$ cat src/rtl/psg_pkg.sv
// Shared definitions for the PSG bus scheduler: FSM state encoding,
// BDIR/BC bus codes and requester indices.
package psg_pkg;

    typedef enum logic [2:0] {
        ST_IDLE,
        ST_ADDR,
        ST_WR,
        ST_RD,
        ST_GAP
    } psg_state_t;

    localparam logic [1:0] PSG_INACT = 2'b00;
    localparam logic [1:0] PSG_READ  = 2'b01;
    localparam logic [1:0] PSG_WRITE = 2'b10;
    localparam logic [1:0] PSG_ADDR  = 2'b11;

    localparam int REQ_CPU = 0;
    localparam int REQ_SEQ = 1;

    // {BDIR, BC} driven while the FSM sits in a given state
    function automatic logic [1:0] psg_bus_code(input psg_state_t st);
        case (st)
            ST_ADDR: psg_bus_code = PSG_ADDR;
            ST_WR:   psg_bus_code = PSG_WRITE;
            ST_RD:   psg_bus_code = PSG_READ;
            default: psg_bus_code = PSG_INACT;
        endcase
    endfunction

endpackage

$ cat src/rtl/psg_rr_arb.sv
// Two-input round-robin arbiter; a tie goes to whichever requester was not
// granted last, and the history bit only moves when a grant is taken.
module psg_rr_arb
    import psg_pkg::*;
(
    input  logic       i_clk,
    input  logic       i_reset,
    input  logic       i_en,
    input  logic [1:0] i_req,
    output logic [1:0] o_gnt
);

    logic r_last;

    always_comb begin
        o_gnt = i_req;
        if (i_req == 2'b11) begin
            o_gnt = r_last ? 2'b01 : 2'b10;
        end
    end

    // r_last = 1 means the sequencer won most recently, so the CPU takes the first tie
    always_ff @(posedge i_clk) begin
        if (i_reset) begin
            r_last <= 1'b1;
        end else if (i_en && (|o_gnt)) begin
            r_last <= o_gnt[REQ_SEQ];
        end
    end

endmodule

$ cat src/rtl/psg_bus_sched.sv
// Bus sequencer in front of the YM2149: arbitrates CPU and sequencer requests
// and turns each grant into BDIR/BC address-latch and data cycles.
module psg_bus_sched
    import psg_pkg::*;
#(
    parameter int GAP       = 2,
    parameter int SKIP_ADDR = 1
) (
    input  logic       CLK,
    input  logic       RESET,
    input  logic       cpu_req,
    input  logic       cpu_we,
    input  logic [3:0] cpu_addr,
    input  logic [7:0] cpu_din,
    output logic       cpu_ack,
    output logic [7:0] cpu_dout,
    input  logic       seq_req,
    input  logic [3:0] seq_addr,
    input  logic [7:0] seq_din,
    output logic       seq_ack,
    output logic       psg_bdir,
    output logic       psg_bc,
    output logic [7:0] psg_di,
    input  logic [7:0] psg_do,
    output logic       busy
);

    psg_state_t r_state;
    psg_state_t w_next;

    logic [3:0] r_addr;
    logic [7:0] r_data;
    logic       r_we;
    logic       r_owner_seq;
    logic [3:0] r_lat_addr;
    logic       r_lat_valid;
    logic [3:0] r_gap_cnt;
    logic       r_cpu_ack;
    logic       r_seq_ack;
    logic [7:0] r_cpu_dout;
    logic       r_bdir;
    logic       r_bc;
    logic [7:0] r_di;
    logic       r_busy;

    logic [1:0] w_req;
    logic [1:0] w_gnt;
    logic       w_arb_en;
    logic       w_grant;
    logic       w_gnt_seq;
    logic       w_gnt_we;
    logic [3:0] w_gnt_addr;
    logic [7:0] w_gnt_data;
    logic       w_elide;
    logic [3:0] w_addr;
    logic [7:0] w_data;
    logic [1:0] w_code;
    logic       w_enter_gap;

    assign w_req    = {seq_req, cpu_req};
    assign w_arb_en = (r_state == ST_IDLE);

    psg_rr_arb u_arb (
        .i_clk   (CLK),
        .i_reset (RESET),
        .i_en    (w_arb_en),
        .i_req   (w_req),
        .o_gnt   (w_gnt)
    );

    // Granted request, and the address/data the next bus cycle will carry
    always_comb begin
        w_grant    = w_arb_en && (|w_gnt);
        w_gnt_seq  = w_gnt[REQ_SEQ];
        w_gnt_addr = w_gnt_seq ? seq_addr : cpu_addr;
        w_gnt_data = w_gnt_seq ? seq_din  : cpu_din;
        w_gnt_we   = w_gnt_seq | cpu_we;
        w_elide    = (SKIP_ADDR != 0) && r_lat_valid && (r_lat_addr == w_gnt_addr);
        w_addr     = w_grant ? w_gnt_addr : r_addr;
        w_data     = w_grant ? w_gnt_data : r_data;
    end

    always_comb begin
        w_next = r_state;
        case (r_state)
            ST_IDLE: begin
                if (w_grant) begin
                    if (w_elide) begin
                        w_next = w_gnt_we ? ST_WR : ST_RD;
                    end else begin
                        w_next = ST_ADDR;
                    end
                end
            end
            ST_ADDR: w_next = r_we ? ST_WR : ST_RD;
            ST_WR:   w_next = ST_GAP;
            ST_RD:   w_next = ST_GAP;
            ST_GAP: begin
                if (r_gap_cnt <= 4'd1) begin
                    w_next = ST_IDLE;
                end
            end
            default: w_next = ST_IDLE;
        endcase
    end

    assign w_code      = psg_bus_code(w_next);
    assign w_enter_gap = (w_next == ST_GAP) && (r_state != ST_GAP);

    // Bus pins, acks and busy are registered from the next state so they change cleanly on edges
    always_ff @(posedge CLK) begin
        if (RESET) begin
            r_state     <= ST_IDLE;
            r_addr      <= 4'h0;
            r_data      <= 8'h00;
            r_we        <= 1'b0;
            r_owner_seq <= 1'b0;
            r_lat_addr  <= 4'h0;
            r_lat_valid <= 1'b0;
            r_gap_cnt   <= 4'h0;
            r_cpu_ack   <= 1'b0;
            r_seq_ack   <= 1'b0;
            r_cpu_dout  <= 8'h00;
            r_bdir      <= 1'b0;
            r_bc        <= 1'b0;
            r_di        <= 8'h00;
            r_busy      <= 1'b0;
        end else begin
            r_state <= w_next;
            if (w_grant) begin
                r_addr      <= w_gnt_addr;
                r_data      <= w_gnt_data;
                r_we        <= w_gnt_we;
                r_owner_seq <= w_gnt_seq;
            end
            if (r_state == ST_ADDR) begin
                r_lat_addr  <= r_addr;
                r_lat_valid <= 1'b1;
            end
            if (w_enter_gap) begin
                r_gap_cnt <= 4'(GAP);
            end else if ((r_state == ST_GAP) && (r_gap_cnt != 4'd0)) begin
                r_gap_cnt <= r_gap_cnt - 4'd1;
            end
            if (r_state == ST_RD) begin
                r_cpu_dout <= psg_do;
            end
            r_cpu_ack <= w_enter_gap && !r_owner_seq;
            r_seq_ack <= w_enter_gap && r_owner_seq;
            r_bdir    <= w_code[1];
            r_bc      <= w_code[0];
            case (w_next)
                ST_ADDR: r_di <= {4'h0, w_addr};
                ST_WR:   r_di <= w_data;
                default: r_di <= 8'h00;
            endcase
            r_busy <= (w_next != ST_IDLE);
        end
    end

    assign cpu_ack  = r_cpu_ack;
    assign seq_ack  = r_seq_ack;
    assign cpu_dout = r_cpu_dout;
    assign psg_bdir = r_bdir;
    assign psg_bc   = r_bc;
    assign psg_di   = r_di;
    assign busy     = r_busy;

endmodule
$ cat config.mk
export PLATFORM = sky130hd
export DESIGN_NAME = psg_bus_sched
export DESIGN_NICKNAME = d
export VERILOG_FILES = /design/src/rtl/psg_pkg.sv /design/src/rtl/psg_rr_arb.sv /design/src/rtl/psg_bus_sched.sv
export SDC_FILE = /design/constraint.sdc
export NUM_CORES = 1
export LEC_CHECK = 0
export BUFFER_PORTS_ARGS = -buffer_cell sky130_fd_sc_hd__buf_2
export CAP_MARGIN = 30
export CORE_MARGIN = 4
export CORE_UTILIZATION = 30
export DETAILED_ROUTE_END_ITERATION = 8
export SETUP_SLACK_MARGIN = 0.02
export SLEW_MARGIN = 20
export SYNTH_ARGS = -nofsm -noshare
export SYNTH_HDL_FRONTEND = slang
export SYNTH_SLANG_ARGS = --single-unit
$ cat constraint.sdc
create_clock -name CLK -period 3.5 [get_ports CLK]
set_input_delay 0.7 -clock CLK [delete_from_list [all_inputs] [get_ports CLK]]
set_output_delay 0.7 -clock CLK [all_outputs]
set_load 0.02 [all_outputs]
Word-level counts from Yosys, hierarchy flattened
Index checks and enable logic that the tools add are counted.
W data, S select, Z words.
{"block": "totals", "ff_bits": 48, "out_inout_bits": 21}
{"block": "classes", "eq_ne": 11, "n_addsub": 1, "n_lt_le_gt_ge": 1, "mux": 16, "n_bitwise": 1, "reduce_logical": 14}
{"op": "$mux W8", "count": 2}
{"op": "$pmux W8 S2", "count": 1}
{"op": "$eq A3 B2 Y1 const B", "count": 4}
{"op": "$pmux W3 S4", "count": 1}
{"op": "$mux W2", "count": 5}
{"op": "$mux W4", "count": 2}
{"op": "$eq A3 B1 Y1 const B", "count": 2}
{"op": "$eq A3 B3 Y1 const B", "count": 2}
{"op": "$logic_and A1 B1 Y1", "count": 6}
{"op": "$mux W3", "count": 2}
{"op": "$pmux W2 S3", "count": 1}
{"op": "$reduce_or A2 Y1", "count": 3}
{"op": "$eq A4 B4 Y1", "count": 1}
{"op": "$le A4 B1 Y1 const B", "count": 1}
{"op": "$reduce_bool A4 Y1", "count": 1}
{"op": "$sub A4 B1 Y4 const B", "count": 1}
{"op": "$logic_not A3 Y1", "count": 1}
{"op": "$ne A3 B3 Y1 const B", "count": 1}
{"op": "$reduce_bool A3 Y1", "count": 1}
{"op": "$eq A2 B2 Y1 const B", "count": 1}
{"op": "$mux W1", "count": 2}
{"op": "$reduce_bool A2 Y1", "count": 1}
{"op": "$logic_not A1 Y1", "count": 1}
{"op": "$or A1 B1 Y1", "count": 1}

Longest topological paths before layout
{"block": "depth", "depth_word": 11, "depth_mapped": 7, "depth_no_buf": 6}

By module
From an unflattened synthesis, not the netlist that was laid out.
{"block": "unflattened", "cells_unflattened": 224, "area_unflattened_um2": 2102.0}
{"mod": "psg_bus_sched", "n_inst": 1, "area_per_inst_um2": 2040.7, "cells_per_inst": 217}
{"mod": "psg_rr_arb", "n_inst": 1, "area_per_inst_um2": 61.3, "cells_per_inst": 7}

Least setup slack after synthesis
Ideal clock, no wire load.
{"block": "synth_path", "kind": "input to register", "from": "input port seq_req", "to": "register r_di[0] (netlist: psg_di[0])", "path_stages": 6, "path_buffers": 1, "arrival_time_ns": 2.024, "required_time_ns": 3.408, "setup_slack_ns": 1.384, "cell_sequence": "a21boi_2 buf_6 mux2i_1 o21ai_1 o31a_1 o32ai_1"}
{"block": "synth_via", "elab_chain_len": 10}
{"item": "start: declaration", "line_no": "psg_bus_sched.sv:17", "text": "input logic seq_req,"}
{"item": "$eq A2 B2 Y1", "line_no": "psg_rr_arb.sv:17", "text": "if (i_req == 2'b11) begin"}
{"item": "$mux W2 (*)", "line_no": "psg_rr_arb.sv:17"}
{"item": "$mux W4", "line_no": "psg_bus_sched.sv:75", "text": "w_gnt_addr = w_gnt_seq ? seq_addr : cpu_addr;"}
{"item": "$eq A4 B4 Y1", "line_no": "psg_bus_sched.sv:78", "text": "w_elide = (SKIP_ADDR != 0) && r_lat_valid && (r_lat_addr == w_gnt_addr);"}
{"item": "$logic_and A1 B1 Y1", "line_no": "psg_bus_sched.sv:78"}
{"item": "$mux W2", "line_no": "psg_bus_sched.sv:88", "text": "if (w_elide) begin"}
{"item": "$mux W3", "line_no": "psg_bus_sched.sv:87", "text": "if (w_grant) begin"}
{"item": "$pmux W3 S4", "line_no": "psg_bus_sched.sv:85", "text": "case (r_state)"}
{"item": "$eq A3 B2 Y1 or $eq A3 B1 Y1 (tied branches)", "line_no": "psg_bus_sched.sv:152", "text": "case (w_next)"}
{"item": "$pmux W8 S2 (*)", "line_no": "psg_bus_sched.sv:152"}
{"item": "end signal: assignment", "line_no": "psg_bus_sched.sv:153", "text": "ST_ADDR: r_di <= {4'h0, w_addr};"}
{"item": "end signal: assignment", "line_no": "psg_bus_sched.sv:154", "text": "ST_WR: r_di <= w_data;"}
{"item": "end: declaration", "line_no": "psg_bus_sched.sv:43", "text": "logic [7:0] r_di;"}
Every way passes the cells marked *; elsewhere a longest branch is shown, timed or not.
A chain may end at the register's enable or synchronous reset.

Final worst setup path
{"block": "layout_path", "from": "input port seq_req", "to": "register r_di[2] (netlist: psg_di[2])"}
Same word-level chain as after synthesis.

==> impl_metrics.env <==
export IMPL_yosys_cell_count_top_type="sky130_fd_sc_hd__dfxtp_1"
export IMPL_drtPass1Iterations=4
export IMPL_cts_setup_buffers=0
export IMPL_element_type_at_the_critical_path_start="input pin"
export IMPL_outcome="finished, final reports clean"
export IMPL_yosys_register_bits=48
export IMPL_num_rows=29
export IMPL_crit_path_end_kind="register"
export IMPL_die_area_um2=8122
export IMPL_met3_wirelength_um=189
export IMPL_grt_util_all_layers=0.1157
export IMPL_ctsResizeCount=0
export IMPL_port_buffers=57
export IMPL_maxCapViolCount=0
export IMPL_routed_via_density=4.774
export IMPL_clock_sink_count=48
export IMPL_critical_path_peak_fanout=12
export IMPL_timing_critical_path_required_ps=3700
export IMPL_clk_transition_reported_paths_ps=80
export IMPL_area_share_of_the_largest_cell_type_after_synthesis=0.4750
export IMPL_routed_via_count=1666
export IMPL_cp_data_arrival_time_ps=2420
export IMPL_ff2ff_setup_slack_ps=1440
export IMPL_rsz0062_at_grt="no"
export IMPL_slew_headroom=0.4578
export IMPL_tightestPinTransition_ps=813.4
export IMPL_remaining_drc_errors=0
export IMPL_fin_area_um2=2521
export IMPL_initial_antenna_violation_count=0
export IMPL_number_of_distinct_library_cell_variants_in_the_gate_level_netlist_after_synthesis=39
export IMPL_dp_final_hpwl_mm=3.391
export IMPL_period_minus_slack_ps=2217
export IMPL_synth_area_top_cells="sky130_fd_sc_hd__dfxtp_1 (47%), sky130_fd_sc_hd__mux2i_1 (7.9%), sky130_fd_sc_hd__nor2_1 (5.0%), sky130_fd_sc_hd__a21oi_1 (4.0%), sky130_fd_sc_hd__a211oi_1 (3.0%)"
export IMPL_first_global_vias=1622
export IMPL_cts_inserted_buffers=5
export IMPL_clk_insertion_delay_late_ps=300
export IMPL_cts_hold_buf=0
export IMPL_drive_above_1_share=0.2868
export IMPL_setup_viol_count_final=0
export IMPL_routed_wl_mm=4.616
export IMPL_synth_top_cells_by_count="sky130_fd_sc_hd__dfxtp_1 (48), sky130_fd_sc_hd__nor2_1 (27), sky130_fd_sc_hd__a21oi_1 (16), sky130_fd_sc_hd__mux2i_1 (16), sky130_fd_sc_hd__nand2_1 (15)"
export IMPL_holdPathEnd="cpu_dout[3]$_SDFFE_PP0P_"
export IMPL_final_max_slew_violation_count=0
export IMPL_power_density_nw_per_um2=547.4
export IMPL_clockBufferDepth=2
export IMPL_detail_route_wl_per_cell_um=13.23
export IMPL_ys_flop_type="sky130_fd_sc_hd__dfxtp_1"
export IMPL_critical_path_reg2reg_endpoint="psg_di[2]$_SDFF_PP0_"
export IMPL_detailed_route_wire_length_on_metal_1_mm=2.143
export IMPL_core_um2=6459
export IMPL_min_delay_path_depth=2
export IMPL_floorplan_die_height_um=90.12
export IMPL_postSynthNetCount=254
export IMPL_synth_async_sr_flop_share=0
export IMPL_vdd_ir_drop_worst_mv=0.2013
export IMPL_fill_cells=663
export IMPL_hold_path_class="register to register"
export IMPL_final_hold_worst_slack_ps=453.6
export IMPL_flow_area_growth_from_synthesis_pct=24.61
export IMPL_cts_max_level=2
export IMPL_timing_worst_setup_path_type="input pin to register"
export IMPL_die_width_um=90.12
export IMPL_synth_area_per_cell_um2=9.454
export IMPL_antenna_left=0
export IMPL_floorplan_initialDensity=0.3133
export IMPL_r2r_start="r_state[0]$_SDFF_PP0_"
export IMPL_r2r_worst_path_cells=6
export IMPL_maxClockFrequency_ghz=0.4511
export IMPL_grt_pass1_wl_mm=7.707
export IMPL_finalHoldViolations=0
export IMPL_synth_top_cell_by_area="sky130_fd_sc_hd__dfxtp_1"
export IMPL_period_share=0.6334
export IMPL_dp_cells=342
export IMPL_tritoncts="built"
export IMPL_hold_path_startpoint="cpu_dout[3]$_SDFFE_PP0P_"
export IMPL_synth_edff_count=0
export IMPL_synth_seq_area_share=0.4750
export IMPL_layoutNonFillerInstCount=349
export IMPL_setup_tns_ps=0
export IMPL_ios=58
export IMPL_met2_wire_len_mm=2.217
export IMPL_synth_warnings=0
export IMPL_cellLeakagePower_nw=1.044
export IMPL_timing_final_ws_setup_ps=1283
export IMPL_ctsRootBufferMaster="sky130_fd_sc_hd__clkbuf_8"
export IMPL_grt_overflow_total=0
export IMPL_synth_cell_area_um2=2023
export IMPL_num_antenna_cells=0
export IMPL_num_nets_final=312
export IMPL_dpl_instance_area_um2=2392
export IMPL_place_gp_congestion=0.7207
export IMPL_placement_setup_worst_slack_ps=959.1
export IMPL_startpoint="seq_req"
export IMPL_fin_worst_skew_ps=11.32
export IMPL_largest_net_degree_at_the_start_of_global_routing=46
export IMPL_drt_iter0_markers=125
export IMPL_top_layer_used="met4"
export IMPL_synthesis_instances=214
-- critical path, cell delays in order --
cell	delay, ps
sky130_fd_sc_hd__buf_2	100
sky130_fd_sc_hd__a21boi_2	170
sky130_fd_sc_hd__buf_4	230
sky130_fd_sc_hd__mux2i_1	340
sky130_fd_sc_hd__o21ai_1	220
sky130_fd_sc_hd__o31a_1	380
sky130_fd_sc_hd__o32ai_1	270
-- layout by cell type, fill, tap and decap left out, types with 2 or more instances in the layout --
cell type                   count
sky130_fd_sc_hd__buf_2         57
sky130_fd_sc_hd__dfxtp_1       48
sky130_fd_sc_hd__nor2_1        27
sky130_fd_sc_hd__a21oi_1       16
sky130_fd_sc_hd__mux2i_1       16
sky130_fd_sc_hd__nand2_1       15
sky130_fd_sc_hd__nand3_1        9
sky130_fd_sc_hd__nor3_1         9
sky130_fd_sc_hd__a211oi_1       8
sky130_fd_sc_hd__inv_1          6
sky130_fd_sc_hd__buf_4          6
sky130_fd_sc_hd__clkbuf_8       5
sky130_fd_sc_hd__o21ai_1        4
sky130_fd_sc_hd__xor2_1         4
sky130_fd_sc_hd__and2_1         4
sky130_fd_sc_hd__o32ai_1        4
sky130_fd_sc_hd__nor2b_1        3
sky130_fd_sc_hd__xnor2_1        3
sky130_fd_sc_hd__o21ai_0        3
sky130_fd_sc_hd__ha_1           3
sky130_fd_sc_hd__a2111oi_2      2
sky130_fd_sc_hd__or3b_1         2
sky130_fd_sc_hd__bufinv_16      2
-- worst max path at each step --
stage                            to  slack, ps
6_report       psg_di[2]$_SDFF_PP0_       1280
4_1_cts        psg_di[2]$_SDFF_PP0_       1280
3_3_place_gp   psg_di[3]$_SDFF_PP0_       1020
2_1_floorplan  psg_di[0]$_SDFF_PP0_       1380
5_1_grt        psg_di[2]$_SDFF_PP0_       1090
3_5_place_dp   psg_di[2]$_SDFF_PP0_        960
-- flip-flops by register name, indices dropped and copies added (netlist names) --
name,flops
cpu_dout,8
psg_di,8
r_data,8
r_addr,4
r_gap_cnt,4
r_lat_addr,4
r_state,3
busy,1
cpu_ack,1
psg_bc,1
psg_bdir,1
r_lat_valid,1
r_owner_seq,1
r_we,1
seq_ack,1
u_arb.r_last,1
-- kinds of logic (layout without fill, tap and decap cells) --
group | count (synthesis) | after routing | synth area share
AND/OR/NAND/NOR | 72 | 72 | 0.1707
flip-flops | 48 | 48 | 0.4750
adder cells (fa/ha/maj) | 3 | 3 | 0.01855
buffers and inverters | 18 | 76 | 0.03958
XOR/XNOR | 7 | 7 | 0.03030
multiplexers | 16 | 16 | 0.07916
AO/OA/AOI/OAI | 50 | 50 | 0.1868
-- layer usage --
metal / global-route usage / up-vias
met3: 0.03088 / 5
met5: 0 / -
li1: - / 871
met1: 0.1451 / 754
met4: 0.04209 / 0
met2: 0.1904 / 36
-- per-stage QoR --
step	utilization	power [mW]
finish	0.3904	1.380
global route	0.3904	1.463
CTS	0.3904	1.399
detailed placement	0.3704	0.9366
global placement	0.3704	0.9319
floorplan	-	0.8445
-- power breakdown --
part | internal [mW] | switching, mW | total, mW
logic | 0.117 | 0.166 | 0.283
registers | 0.601 | 0.0349 | 0.636
clock network | 0.281 | 0.180 | 0.461
total | 0.999 | 0.381 | 1.38
-- final cells by class --
class                   instances  area, µm²  share of cell area
clock buffers                   5      68.82             0.02730
inverters                       6      22.52            0.008933
repair buffers                 63      330.3              0.1310
multi-input cells             148      982.2              0.3896
clock inverters                 2      60.06             0.02382
well taps                      77      96.34             0.03821
flip-flops and latches         48      960.9              0.3811
Note: power is estimated with default switching activity, not from simulation.
